===== src/rtl/traffic_phase_scheduler_pkg.sv =====
// Shared encodings for the intersection phase scheduler: light codes, sensor
// codes, FSM states and the sensor-to-density mapping.
package traffic_phase_scheduler_pkg;

  typedef enum logic [1:0] {
    LIGHT_RED    = 2'd0,
    LIGHT_YELLOW = 2'd1,
    LIGHT_GREEN  = 2'd2
  } light_t;

  localparam logic [2:0] SENSOR_EMPTY = 3'b000;
  localparam logic [2:0] SENSOR_LESS  = 3'b001;
  localparam logic [2:0] SENSOR_MORE  = 3'b011;
  localparam logic [2:0] SENSOR_FULL  = 3'b111;

  typedef enum logic [1:0] {
    ST_ALL_RED = 2'd0,
    ST_GREEN   = 2'd1,
    ST_YELLOW  = 2'd2
  } state_t;

  // Broken (non-thermometer) sensor patterns are treated as a full road.
  function automatic logic [1:0] density_level(input logic [2:0] s);
    logic [1:0] lvl;
    case (s)
      SENSOR_EMPTY: lvl = 2'd0;
      SENSOR_LESS:  lvl = 2'd1;
      SENSOR_MORE:  lvl = 2'd2;
      SENSOR_FULL:  lvl = 2'd3;
      default:      lvl = 2'd3;
    endcase
    return lvl;
  endfunction

endpackage


===== src/rtl/traffic_phase_scheduler_road_select.sv =====
// Combinational arbiter: emergency requests first (lowest index), otherwise the
// busiest not-yet-served road this round, ties to the lowest index.
module traffic_phase_scheduler_road_select
  import traffic_phase_scheduler_pkg::*;
(
  input  logic [3:0][1:0] levels,
  input  logic [3:0]      served,
  input  logic [3:0]      emg_req,
  output logic [3:0]      grant,
  output logic [1:0]      level,
  output logic            round_wrap
);

  logic [3:0] nonempty;
  logic [3:0] cand;
  logic       found;

  always_comb begin
    grant      = '0;
    level      = '0;
    round_wrap = 1'b0;
    found      = 1'b0;
    nonempty   = '0;
    cand       = '0;
    for (int i = 0; i < 4; i++) nonempty[i] = (levels[i] != 2'd0);

    if (emg_req != 4'b0000) begin
      for (int i = 0; i < 4; i++) begin
        if (emg_req[i] && !found) begin
          found    = 1'b1;
          grant[i] = 1'b1;
          level    = levels[i];
        end
      end
    end else begin
      cand = ~served & nonempty;
      // Every busy road has had its turn: start a fresh round.
      if (cand == 4'b0000 && nonempty != 4'b0000) begin
        round_wrap = 1'b1;
        cand       = nonempty;
      end
      for (int i = 0; i < 4; i++) begin
        if (cand[i] && (!found || levels[i] > level)) begin
          found = 1'b1;
          grant = '0;
          grant[i] = 1'b1;
          level = levels[i];
        end
      end
    end
  end

endmodule


===== src/rtl/traffic_phase_scheduler.sv =====
// Density-weighted four-road phase scheduler: GREEN -> YELLOW -> ALL_RED cycling,
// busiest road first each round, with emergency preemption and green hold.
module traffic_phase_scheduler
  import traffic_phase_scheduler_pkg::*;
#(
  parameter int G_BASE  = 2,
  parameter int G_STEP  = 2,
  parameter int Y_TIME  = 3,
  parameter int AR_TIME = 1,
  parameter int CW      = 5
) (
  input  logic          clock,
  input  logic          clear_n,
  input  logic [2:0]    S1,
  input  logic [2:0]    S2,
  input  logic [2:0]    S3,
  input  logic [2:0]    S4,
  input  logic [3:0]    emg_req,
  output logic [1:0]    T1,
  output logic [1:0]    T2,
  output logic [1:0]    T3,
  output logic [1:0]    T4,
  output logic [3:0]    grant,
  output logic [3:0]    served,
  output logic [CW-1:0] phase_timer
);

  localparam logic [CW-1:0] Y_LOAD  = CW'(Y_TIME - 1);
  localparam logic [CW-1:0] AR_LOAD = CW'(AR_TIME - 1);

  function automatic logic [CW-1:0] green_load(input logic [1:0] lvl);
    return CW'(G_BASE + G_STEP * int'(lvl) - 1);
  endfunction

  state_t          state_q, state_d;
  logic [CW-1:0]   timer_d;
  logic [3:0]      grant_d, served_d;
  logic [3:0][1:0] lights_q, lights_d;
  logic [3:0][1:0] levels;
  logic [3:0]      sel_grant;
  logic [1:0]      sel_level;
  logic            sel_wrap;

  assign levels = {density_level(S4), density_level(S3),
                   density_level(S2), density_level(S1)};

  traffic_phase_scheduler_road_select u_road_select (
    .levels     (levels),
    .served     (served),
    .emg_req    (emg_req),
    .grant      (sel_grant),
    .level      (sel_level),
    .round_wrap (sel_wrap)
  );

  always_comb begin
    state_d  = state_q;
    timer_d  = phase_timer - 1'b1;
    grant_d  = grant;
    served_d = served;
    lights_d = '0;

    case (state_q)
      ST_ALL_RED: begin
        if (phase_timer == '0) begin
          if (sel_grant != 4'b0000) begin
            state_d  = ST_GREEN;
            grant_d  = sel_grant;
            served_d = (sel_wrap ? 4'b0000 : served) | sel_grant;
            timer_d  = green_load(sel_level);
          end else begin
            timer_d = '0;
          end
        end
      end
      ST_GREEN: begin
        if ((emg_req & ~grant) != 4'b0000) begin
          state_d = ST_YELLOW;
          timer_d = Y_LOAD;
        end else if ((emg_req & grant) != 4'b0000) begin
          timer_d = phase_timer;
        end else if (phase_timer == '0) begin
          state_d = ST_YELLOW;
          timer_d = Y_LOAD;
        end
      end
      ST_YELLOW: begin
        if (phase_timer == '0) begin
          state_d = ST_ALL_RED;
          timer_d = AR_LOAD;
          grant_d = '0;
        end
      end
      default: begin
        state_d = ST_ALL_RED;
        timer_d = AR_LOAD;
        grant_d = '0;
      end
    endcase

    for (int i = 0; i < 4; i++) begin
      if (grant_d[i] && state_d == ST_GREEN)       lights_d[i] = LIGHT_GREEN;
      else if (grant_d[i] && state_d == ST_YELLOW) lights_d[i] = LIGHT_YELLOW;
      else                                         lights_d[i] = LIGHT_RED;
    end
  end

  always_ff @(posedge clock or negedge clear_n) begin
    if (!clear_n) begin
      state_q     <= ST_ALL_RED;
      phase_timer <= AR_LOAD;
      grant       <= '0;
      served      <= '0;
      lights_q    <= '0;
    end else begin
      state_q     <= state_d;
      phase_timer <= timer_d;
      grant       <= grant_d;
      served      <= served_d;
      lights_q    <= lights_d;
    end
  end

  assign T1 = lights_q[0];
  assign T2 = lights_q[1];
  assign T3 = lights_q[2];
  assign T4 = lights_q[3];

endmodule


===== config.mk =====
export PLATFORM = sky130hd
export DESIGN_NAME = traffic_phase_scheduler
export DESIGN_NICKNAME = d
export VERILOG_FILES = /design/src/rtl/traffic_phase_scheduler_pkg.sv /design/src/rtl/traffic_phase_scheduler_road_select.sv /design/src/rtl/traffic_phase_scheduler.sv
export SDC_FILE = /design/constraint.sdc
export NUM_CORES = 1
export LEC_CHECK = 0
export CORE_ASPECT_RATIO = 0.5
export CORE_UTILIZATION = 45
export CTS_CLUSTER_DIAMETER = 50
export DETAILED_ROUTE_END_ITERATION = 7
export GPL_TIMING_DRIVEN = 0
export HOLD_SLACK_MARGIN = 0.08
export MAX_ROUTING_LAYER = met4
export PLACE_DENSITY = 0.75
export REMOVE_ABC_BUFFERS = 1
export SETUP_SLACK_MARGIN = 0.15
export SYNTH_ARGS = -nofsm -noshare
export SYNTH_HDL_FRONTEND = slang
export SYNTH_SLANG_ARGS = --single-unit

===== constraint.sdc =====
create_clock -name clock -period 5.1 [get_ports clock]
set_input_delay 1.275 -clock clock [delete_from_list [all_inputs] [get_ports clock]]
set_output_delay 1.275 -clock clock [all_outputs]
set_load 0.05 [all_outputs]

Word-level counts from Yosys, hierarchy flattened
Index checks and enable logic that the tools add are counted.
{"block": "word_totals", "ff_bits": 23, "in_bits": 18}
{"block": "op_classes", "muxes": 67, "magnitude_cmp": 3, "n_eq_ne": 13, "add_sub_neg": 3, "n_bitwise": 6, "reduce_logical": 41}
{"operator": "$mux W2", "n": 23}
{"operator": "$mux W4", "n": 8}
{"operator": "$mux W5", "n": 6}
{"operator": "$pmux W2 S3", "n": 5}
{"operator": "$mux W1", "n": 22}
{"operator": "$reduce_bool A4 Y1", "n": 5}
{"operator": "$logic_and A1 B1 Y1", "n": 15}
{"operator": "$pmux W5 S3", "n": 1}
{"operator": "$and A4 B4 Y4", "n": 3}
{"operator": "$eq A3 B1 Y1 const B", "n": 4}
{"operator": "$eq A3 B2 Y1 const B", "n": 4}
{"operator": "$logic_not A3 Y1", "n": 4}
{"operator": "$pmux W4 S3", "n": 1}
{"operator": "$not A4 Y4", "n": 2}
{"operator": "$reduce_bool A2 Y1", "n": 4}
{"operator": "$gt A2 B2 Y1", "n": 3}
{"operator": "$logic_not A1 Y1", "n": 6}
{"operator": "$logic_not A5 Y1", "n": 1}
{"operator": "$sub A4 B1 Y5 const B", "n": 1}
{"operator": "$sub A5 B1 Y5 const B", "n": 1}
{"operator": "$add A2 B3 Y4 const A", "n": 1}
{"operator": "$eq A2 B1 Y1 const B", "n": 2}
{"operator": "$eq A2 B2 Y1 const B", "n": 2}
{"operator": "$logic_not A4 Y1", "n": 1}
{"operator": "6 further kinds", "n": 8}

Depth between registers and ports, before layout
Gate-level depths: netlist of the first run.
{"block": "logic_depth", "depth_word": 33, "depth_mapped": 28}

Cells and area by module
Synthesis of the first run repeated with hierarchy kept, for this count alone.
{"block": "unflattened", "cells_unflattened": 200, "hier_area_um2": 1841.8}
{"mod": "traffic_phase_scheduler", "area_each_um2": 1222.4, "seq_area_each_um2": 575.6, "instances": 1, "cells_per_inst": 113}
{"mod": "traffic_phase_scheduler_road_select", "area_each_um2": 619.3, "seq_area_each_um2": 0.0, "instances": 1, "cells_per_inst": 87}

Worst setup path after synthesis of the first run
Ideal clock, no wire load.
{"block": "synth_path", "path_kind": "input-to-reg", "start": "in S3[1]", "end": "reg served[2]", "cell_stages": 28, "slack_ps": -1637, "path_buffers": 2, "t_required_ps": 4975, "t_arrival_ps": 6612, "setup_ps": 125, "path_cell_list": "nor3_4 > o22ai_1 > a311o_1 > o2bb2ai_1 > ha_1 > nor2b_1 > o21ai_0 > maj3_1 > a221oi_1 > nor2_1 > a21oi_1 > ha_1 > nor2b_1 > o21ai_0 > a22oi_1 > o21ai_0 > buf_2 > nor2_1 > a211o_1 > ha_1 > nand2_1 > o221ai_1 > a211o_1 > and3_1 > buf_2 > a31oi_1 > nand3b_1 > o2bb2ai_1"}
{"block": "synth_via", "elab_chain_len": 27}
{"item": "start, declared", "line": "traffic_phase_scheduler.sv:16", "text": "input logic [2:0] S3,"}
{"item": "$eq A3 B2 Y1, or another cell as far along", "line": "traffic_phase_scheduler_pkg.sv:25", "text": "case (s)"}
{"item": "$pmux W2 S3 (*)", "line": "traffic_phase_scheduler_pkg.sv:25"}
{"item": "$reduce_bool A2 Y1", "line": "traffic_phase_scheduler_road_select.sv:25", "text": "for (int i = 0; i < 4; i++) nonempty[i] = (levels[i] != 2'd0);"}
{"item": "$and A4 B4 Y4", "line": "traffic_phase_scheduler_road_select.sv:36", "text": "cand = ~served & nonempty;"}
{"item": "$logic_not A4 Y1", "line": "traffic_phase_scheduler_road_select.sv:38", "text": "if (cand == 4'b0000 && nonempty != 4'b0000) begin"}
{"item": "$logic_and A1 B1 Y1", "line": "traffic_phase_scheduler_road_select.sv:38"}
{"item": "$mux W4", "line": "traffic_phase_scheduler_road_select.sv:38"}
{"item": "$mux W4", "line": "traffic_phase_scheduler_road_select.sv:27", "text": "if (emg_req != 4'b0000) begin"}
{"item": "(+11 left out)"}
{"item": "$mux W2 or $mux W1 (tied branches)", "line": "traffic_phase_scheduler_road_select.sv:27"}
{"item": "$gt A2 B2 Y1 or $logic_not A1 Y1 (tied branches)", "line": "traffic_phase_scheduler_road_select.sv:43", "text": "if (cand[i] && (!found || levels[i] > level)) begin"}
{"item": "$logic_or A1 B1 Y1", "line": "traffic_phase_scheduler_road_select.sv:43"}
{"item": "$logic_and A1 B1 Y1", "line": "traffic_phase_scheduler_road_select.sv:43"}
{"item": "$mux W4", "line": "traffic_phase_scheduler_road_select.sv:43"}
{"item": "$mux W4", "line": "traffic_phase_scheduler_road_select.sv:27"}
{"item": "$reduce_bool A4 Y1", "line": "traffic_phase_scheduler.sv:66", "text": "if (sel_grant != 4'b0000) begin"}
{"item": "$reduce_and A3 Y1 (no source line)"}
{"item": "end signal, assigned", "line": "traffic_phase_scheduler.sv:119", "text": "served <= served_d;"}
{"item": "end, declared", "line": "traffic_phase_scheduler.sv:24", "text": "output logic [3:0] served,"}
Mark *: on every way between the ends. The rest lies on a longest branch, timed or not. The select of a mux whose other input is x is not followed.
A chain may end at the register's enable or synchronous reset.

Final worst setup path of the first run
{"block": "layout_path", "start": "in S2[0]", "end": "reg phase_timer[1]"}
{"block": "layout_via", "elab_chain_len": 30}
{"item": "start, declared", "line": "traffic_phase_scheduler.sv:15", "text": "input logic [2:0] S2,"}
{"item": "$eq A3 B2 Y1, or another cell as far along", "line": "traffic_phase_scheduler_pkg.sv:25"}
{"item": "$pmux W2 S3 (*)", "line": "traffic_phase_scheduler_pkg.sv:25"}
{"item": "$reduce_bool A2 Y1", "line": "traffic_phase_scheduler_road_select.sv:25"}
{"item": "$and A4 B4 Y4", "line": "traffic_phase_scheduler_road_select.sv:36"}
{"item": "$logic_not A4 Y1", "line": "traffic_phase_scheduler_road_select.sv:38"}
{"item": "$logic_and A1 B1 Y1", "line": "traffic_phase_scheduler_road_select.sv:38"}
{"item": "$mux W4", "line": "traffic_phase_scheduler_road_select.sv:38"}
{"item": "$mux W4", "line": "traffic_phase_scheduler_road_select.sv:27"}
{"item": "(+14 left out)"}
{"item": "$logic_and A1 B1 Y1", "line": "traffic_phase_scheduler_road_select.sv:43"}
{"item": "$mux W2", "line": "traffic_phase_scheduler_road_select.sv:43"}
{"item": "$mux W2", "line": "traffic_phase_scheduler_road_select.sv:27"}
{"item": "$add A2 B3 Y4", "line": "traffic_phase_scheduler.sv:32", "text": "return CW'(G_BASE + G_STEP * int'(lvl) - 1);"}
{"item": "$sub A4 B1 Y5", "line": "traffic_phase_scheduler.sv:32"}
{"item": "$mux W5 (*)", "line": "traffic_phase_scheduler.sv:66"}
{"item": "$mux W5 (*)", "line": "traffic_phase_scheduler.sv:65", "text": "if (phase_timer == '0) begin"}
{"item": "$pmux W5 S3 (*)", "line": "traffic_phase_scheduler.sv:63", "text": "case (state_q)"}
{"item": "end signal, assigned", "line": "traffic_phase_scheduler.sv:117", "text": "phase_timer <= timer_d;"}
{"item": "end, declared", "line": "traffic_phase_scheduler.sv:25", "text": "output logic [CW-1:0] phase_timer"}
Marked as above.

==> results of run 1 <==
## per-layer routing
metal	wire length, um	up-vias
li1	-	921
met1	2554	998
met2	2929	146
met3	651	42
met4	299	0
met5	0	-
## worst max-delay path: stages
cell and delay [ps]:
buf_6 100, nor3_4 320, o22ai_4 110, a311o_1 370, o2bb2ai_2 180, ha_4 290, nor2b_4 150, o21ai_2 60
maj3_2 360, a221oi_4 330, nor2_1 110, a21oi_1 150, ha_1 270, nor2b_4 140, o21ai_2 130, a22oi_2 100
o21ai_4 240, o21ai_2 100, o22ai_1 200, ha_1 320, nor2b_4 160, o221ai_4 180, a211o_1 210, buf_4 130
nand3_2 100, a2111oi_1 610, o31ai_2 130
## cell families (layout without fill, tap and decap cells)
family / after synthesis / after routing
compound gates: 75 / 75
buf+inv: 23 / 89
simple gates: 78 / 78
flops: 23 / 23
xor+xnor: 4 / 4
fa+ha+maj: 8 / 8
## state kept, by name, summed over array words and instances (netlist names)
name and count:
phase_timer 5, grant 4, served 4, T1 2, T2 2, T3 2
T4 2, state_q 2
## per-stage QoR
stage,cells,hold slack [ps],TNS (ps),util [%]
after floorplan,202,606.0,-38770,-
after global placement,291,503.9,-69550,60.56
after detailed placement,291,514.7,-72000,60.56
after CTS,317,525.4,-21510,71.11
after global routing,328,557.2,-32310,77.99
final,328,521.3,-29210,77.99
## cell usage after synthesis (2+ instances only)
| library cell | instances | area share [%] |
|---|---|---|
| xor2_1 | 4 | 2.0 |
| a211o_1 | 2 | 0.99 |
| inv_1 | 14 | 3.0 |
| nand2_1 | 14 | 3.0 |
| clkbuf_1 | 5 | 1.1 |
| a211oi_1 | 2 | 0.84 |
| and2_1 | 4 | 1.4 |
| nand2b_1 | 4 | 1.4 |
| nor3_4 | 2 | 1.8 |
| o221ai_1 | 2 | 0.99 |
| o31ai_1 | 4 | 1.7 |
| o22ai_1 | 4 | 1.4 |
| a21oi_1 | 10 | 2.8 |
| o22ai_2 | 2 | 1.4 |
| o211ai_1 | 3 | 1.3 |
| o21a_1 | 3 | 1.3 |
| and3_1 | 2 | 0.70 |
| buf_2 | 4 | 1.1 |
| ha_1 | 7 | 4.9 |
| nor3_1 | 4 | 1.1 |
| nand3_1 | 3 | 0.84 |
| o21ai_0 | 13 | 3.7 |
| a31oi_1 | 3 | 1.1 |
| nor2b_1 | 6 | 2.1 |
| dfrtp_1 | 23 | 32 |
| nor2_1 | 26 | 5.5 |
| nand3b_1 | 2 | 0.84 |
| nor3_2 | 2 | 1.1 |
| a22oi_1 | 4 | 1.7 |
| o2bb2ai_1 | 5 | 2.5 |
| or3_1 | 4 | 1.4 |
## path summary, 6_finish.rpt
path / depth (start not counted) / slack, ps / end
setup / recovery: 27 / -1620 / phase_timer[1]$_DFFE_PN0P_
hold / removal: 2 / 520 / phase_timer[4]$_DFFE_PN0P_
setup reg to reg: 25 / -830 / phase_timer[1]$_DFFE_PN0P_
hold reg to reg: 2 / 520 / phase_timer[4]$_DFFE_PN0P_
max in group asynchronous: 1 / 2940 / T4[1]$_DFF_PN0_
min in group asynchronous: 1 / 1540 / served[3]$_DFFE_PN0P_
## where the power goes
group,switching (mW),leakage [nW],internal (mW)
Combinational,0.910,0.849,0.698
Sequential,0.103,0.297,0.239
Clock,0.0583,0.0255,0.0546
Total,1.07,1.17,0.992
## layout make-up
cell class / instances / area [um2]
fillers: 229 / 793.3
well taps: 51 / 63.81
clock buffers: 3 / 41.29
repair buffers: 71 / 638.1
clock inverters: 1 / 5.005
flip-flops and latches: 23 / 575.6
multi-input cells: 165 / 1434
inverters: 14 / 52.55
## what timing repair did
item / in CTS / in global routing
setup buffers: 22 / 11
resized for setup: 101 / 36
hold buffers: 0 / 0
pin swaps: 40 / 34
gates cloned: 0 / 0
setup endpoints to repair: 20 / 20
==> run metrics, run 1 <==
status finished, violations left; failing checks negative setup slack; MaxCap Viol Count 0; clock period minus final worst setup slack 6718 ps; RSZ-0062 raised after global routing yes; Remaining DRCs 0; worst setup margin -1618 ps; Clock Skews 11.50 ps; busiest layer in global routing met2; Post-Synthesis Cell Area 1777 um2; Area Growth Syn to Fin 58.17%; most frequent cells in the layout buf_4, clkdlybuf4s50_1, nor2_1, dfrtp_1, inv_1; die area 4219 um2; CTS Buf Count 3; Seq/Total Area, Yosys 32.39%; Layout Nets 303; LEAKAGE 1.172 nW; Final Cycle Share 131.7%; share of post-route cells with drive strength above 1 36.46%; Crit Path Category in -> reg; core area 3603 um2; vias in the first global route 1720; Max FO, Critical Path 6; #FFs+latches synth 23; GRT met2 Usage 44.70%; number of distinct library cells after synthesis 55; Initial Utilization 49.31%; met1 usage 34.80%; Final Instance Area 2810 um2; Antenna Violating Nets Remaining 0; clk slew on worst S/H paths 90 ps; DR vias/cell 6.424; Critical path origin S2[0]; Max Slew Vio Count 0; DRT Pass-1 Iters 5; area share of xor/xnor cells in the synthesized design 1.972%; largest net degree at the start of global routing 24; # diodes 0; initial antenna violation count 0; Max Clk Rate 148.9 MHz; Global Route met3 Usage 3.795%; cells after synthesis 211; Synth Warn # 0; HP Start phase_timer[4]$_DFFE_PN0P_; crit start category input port; FF-to-FF Start served[2]$_DFFE_PN0P_; Power, Total 2.063 mW; WL per Instance 19.62 um; post-synthesis adder-cell area fraction 5.493%; required time of the critical path 5240 ps; clock root cell clkbuf_8; Die Span Y 46.43 um; Overall Global Routing Usage 26.90%; CTS tree done; Placed Area 2182 um2; worst slew margin relative to its limit 33.77%; DP HPWL 3.340 mm; crit path DAT 6860 ps; gr ovfl total 0; via count 2107; row cnt 15; number of port buffers 38; DRT iter0 DRCs 178; Placer Congestion 0.8622; Peak VDD IR 0.0006850 V; first-pass GRT wire length 8.383 mm; Setup Viol. Count Final 20; total power density per cell area 734.2 nW/um2; area share of and/or/nand/nor cells after synthesis 23.80%; Total Wirelength 6.435 mm; crit end category register; Post-synth ARST share 100.0%; commonest non-fill, non-tap cell in the layout buf_4; Mapped Avg Cell Area 8.420 um2; Post-synth EDFFs 0; complex-gate fraction of the synthesized area 31.20%; clk buf depth 2; H-tree depth 1; slew at the pin closest to its max-slew limit 990.4 ps; Final Hold Viols 0; worst hold path class reg -> reg; top_reg_cell synth dfrtp_1; mux cell area share after synthesis 0%; largest family of logic cells by synthesized area compound AO/OA/AOI/OAI gates; pre-CTS setup slack -3705 ps; Clock Latency Late Sink 270 ps; CTS sink cnt 23; chip width 90.86 um; Top Ports 39
No activity file was read; power rests on OpenSTA's default activity.
==> inputs of run 2 (changes only) <==
Settings changed: SLEW_MARGIN set to 20.
==> results of run 2 <==
No change in the layout: final DEF, timing and power equal those of run 1.
Main changes from that run: setup slack after placement -3705 ps -> -3244 ps; number of gates resized after CTS 101 -> 100
==> inputs of run 3 (changes only) <==
Settings changed: SYNTH_HIERARCHICAL set to 1.
==> run 3 against run 2 <==
The run still ends with negative setup slack left. Synthesized cell count decreased by 5.2%. Combinational power about the same. Utilization is 0.30 points higher. Total power increased by 1.5%. Worst hold slack gained 63 ps. Maximum frequency fell by 3.5%. Design area is 2.0% higher. Worst setup slack got worse by 240 ps. Die area rose by 3.5%. Critical endpoint is now T1[1]$_DFF_PN0_.
==> run metrics, run 3 <==
Final Instance Area 2865 um2 (+2.0%); chip width 92.48 um (+1.8%); Remaining DRCs 0 (unchanged); clk buf depth 2 (unchanged); most instantiated cells after synthesis dfrtp_1, nand2_1, inv_1, nor2_1, nor2b_1; Total Wirelength 5.822 mm (-9.5%); mux cell area share after synthesis 0% (unchanged); top_reg_cell synth dfrtp_1; Area Growth Syn to Fin 55.57%; Post-synth ARST share 100.0% (unchanged); row cnt 15 (unchanged); slew at the pin closest to its max-slew limit 606.0 ps (-384.4 ps); Max Clk Rate 143.6 MHz (-3.5%); crit path DAT 7130 ps (+270 ps); R2R Setup Slk -920 ps (-90 ps); CTS Buf Count 3 (unchanged); area share of and/or/nand/nor cells after synthesis 26.22% (+2.4 points); H-tree depth 1 (unchanged); share of post-route cells with drive strength above 1 42.34% (+5.9 points); Crit Path Category in -> reg; area share of xor/xnor cells in the synthesized design 1.902% (-0.070 points); most frequent cells in the layout buf_4, clkdlybuf4s50_1, dfrtp_1, nand2_1, inv_1; Layout Nets 300 (-0.99%); gr ovfl total 0 (unchanged); RSZ-0062 raised after global routing yes; HP Start phase_timer[4]$_DFFE_PN0P_; Peak VDD IR 0.0003628 V (-47%); initial antenna violation count 0 (unchanged); worst slew margin relative to its limit 59.49% (+26 points); worst reg2reg path depth 27 (+8.0%); core area 3660 um2 (+1.6%); # diodes 0 (unchanged); Largest register FFs 5 (unchanged); total power density per cell area 731.2 nW/um2 (-0.41%); Placed Area 2266 um2 (+3.8%); worst hold path class reg -> reg; post-synthesis adder-cell area fraction 4.755% (-0.74 points); Final Hold Viols 0 (unchanged); required time of the critical path 5270 ps (+30 ps); DRT Pass-1 Iters 4 (-1); number of distinct library cells after synthesis 61 (+11%); Die Span Y 47.24 um (+1.7%); Finished Core Util 78.29% (+0.30 points); Final Cycle Share 136.5% (+4.8 points); Hold Path End phase_timer[4]$_DFFE_PN0P_; LEAKAGE 1.212 nW (+3.4%); Max Slew Vio Count 0 (unchanged); dominant cells by area after synthesis dfrtp_1, ha_1, nand2_1; Worst Hold Margin 584.5 ps (+63.26 ps); Initial Utilization 50.32% (+1.0 points); most area-hungry cell type in the Yosys netlist dfrtp_1; Slowest-stage cell, CP or4_4; clock period minus final worst setup slack 6962 ps (+244.3 ps); crit end category register; via count 1973 (-6.4%); hold path cells 1 (-1); WL per Instance 17.91 um (-8.7%); Max FO, Critical Path 5 (-1); failing checks negative setup slack; crit start category input port; CTS sink cnt 23 (unchanged); count leader, synth dfrtp_1; Critical Path Max Stage Delay 600 ps (about the same); DP HPWL 3.536 mm (+5.9%); Clock Skews 1.016 ps (-10.49 ps); commonest non-fill, non-tap cell in the layout buf_4; Top Ports 39 (unchanged); MaxCap Viol Count 0 (unchanged); reg2reg end T1[1]$_DFF_PN0_; Post-Synthesis Cell Area 1842 um2 (+3.7%); top flop regs phase_timer x5, grant x4, served x4; Clock Latency Late Sink 270 ps (about the same); #FFs+latches synth 23 (unchanged); die area 4368 um2 (+3.5%); Overall Global Routing Usage 27.13% (+0.22 points); Power, Total 2.095 mW (+1.5%); CTS tree done; clock root cell clkbuf_8; DRT iter0 DRCs 96 (-46%); Post-synth EDFFs 0 (unchanged); Synth top area share 31.25% (-1.1 points); worst setup margin -1862 ps (-244.4 ps); clk slew on worst S/H paths 80 ps (about the same); pre-CTS setup slack -3281 ps; status finished, violations left; largest family of logic cells by synthesized area compound AO/OA/AOI/OAI gates; Seq/Total Area, Yosys 31.25% (-1.1 points); vias in the first global route 1831 (+6.5%); complex-gate fraction of the synthesized area 31.93% (+0.73 points); Antenna Violating Nets Remaining 0 (unchanged); DR vias/cell 6.071 (-5.5%); cells after synthesis 200 (-5.2%); Mapped Avg Cell Area 9.209 um2 (+9.4%); largest net degree at the start of global routing 24 (unchanged); FF-to-FF Start served[2]$_DFFE_PN0P_; Synth Warn # 6 (+6); Placer Congestion 0.9061 (+5.1%); Setup Viol. Count Final 20 (unchanged); first-pass GRT wire length 8.680 mm (+3.5%); number of port buffers 38 (unchanged); Biggest register phase_timer
[run 3: cell count changes after synthesis, moves of 5 or more]
| cell | change |
|---|---|
| a22o_1 | +5 |
| o2bb2ai_1 | -5 |
| nand2_1 | +5 |
| nor2_1 | -14 |
| nand3_1 | +5 |
| o21ai_0 | -10 |
[run 3: per-stage QoR]
step	TNS, ps	instances
floorplan	-38590	197
global placement	-59900	286
detailed placement	-62010	286
CTS	-32170	317
global route	-39130	325
finish	-35120	325
[run 3: worst max-delay path by stage]
stage | from | end | slack, ps | depth (start not counted)
after floorplan | S3[1] | T2[0]$_DFF_PN0_ | -2040 | 28
after global placement | S3[1] | T2[1]$_DFF_PN0_ | -3140 | 30
after detailed placement | S3[1] | T2[0]$_DFF_PN0_ | -3280 | 30
after CTS | S2[0] | T1[1]$_DFF_PN0_ | -1720 | 30
after global routing | S4[1] | T1[1]$_DFF_PN0_ | -2040 | 30
final | S4[1] | T1[1]$_DFF_PN0_ | -1860 | 29
[run 3: kinds of logic (layout without fill, tap and decap cells)]
kind of cell    count (synthesis)  after routing
xor+xnor                        4              4
fa+ha+maj                       7              7
buf+inv                        17             91
simple gates                   85             85
compound gates                 64             64
flops                          23             23
[run 3: routing by layer]
layer / vias up / wire, um / global-route usage (%)
li1: 907 / - / -
met1: 957 / 2447 / 31.60
met2: 92 / 2853 / 49.78
met3: 17 / 411 / 4.045
met4: 0 / 110 / 9.688
met5: - / 0 / -
[run 3: report_power, final]
group | switching [mW] | internal [mW] | leakage (nW)
Combinational | 0.879 | 0.754 | 0.896
Clock | 0.0616 | 0.0554 | 0.0217
Sequential | 0.0953 | 0.250 | 0.294
[run 3: layout make-up]
| class | instances | area (um2) |
|---|---|---|
| Multi-Input combinational cell | 160 | 1498 |
| Fill cell | 218 | 794.5 |
| Timing Repair Buffer | 73 | 626.9 |
| Sequential cell | 23 | 575.6 |
| Tap cell | 51 | 63.81 |
| Inverter | 14 | 52.55 |
| Clock buffer | 3 | 41.29 |
| Clock inverter | 1 | 7.507 |
[run 3: critical path, delay by kind of cell]
family                   cells  cell delay [ps]
AO/OA/AOI/OAI               13             2700
AND/OR/NAND/NOR             11             2050
adder cells (fa/ha/maj)      3              900
buffers and inverters        2              190
[run 3: what timing repair did]
action	CTS	global route
setup buffers	27	8
hold buffers	0	0
endpoints found under the setup margin	20	20
resized for setup	77	24
pin swaps	35	29
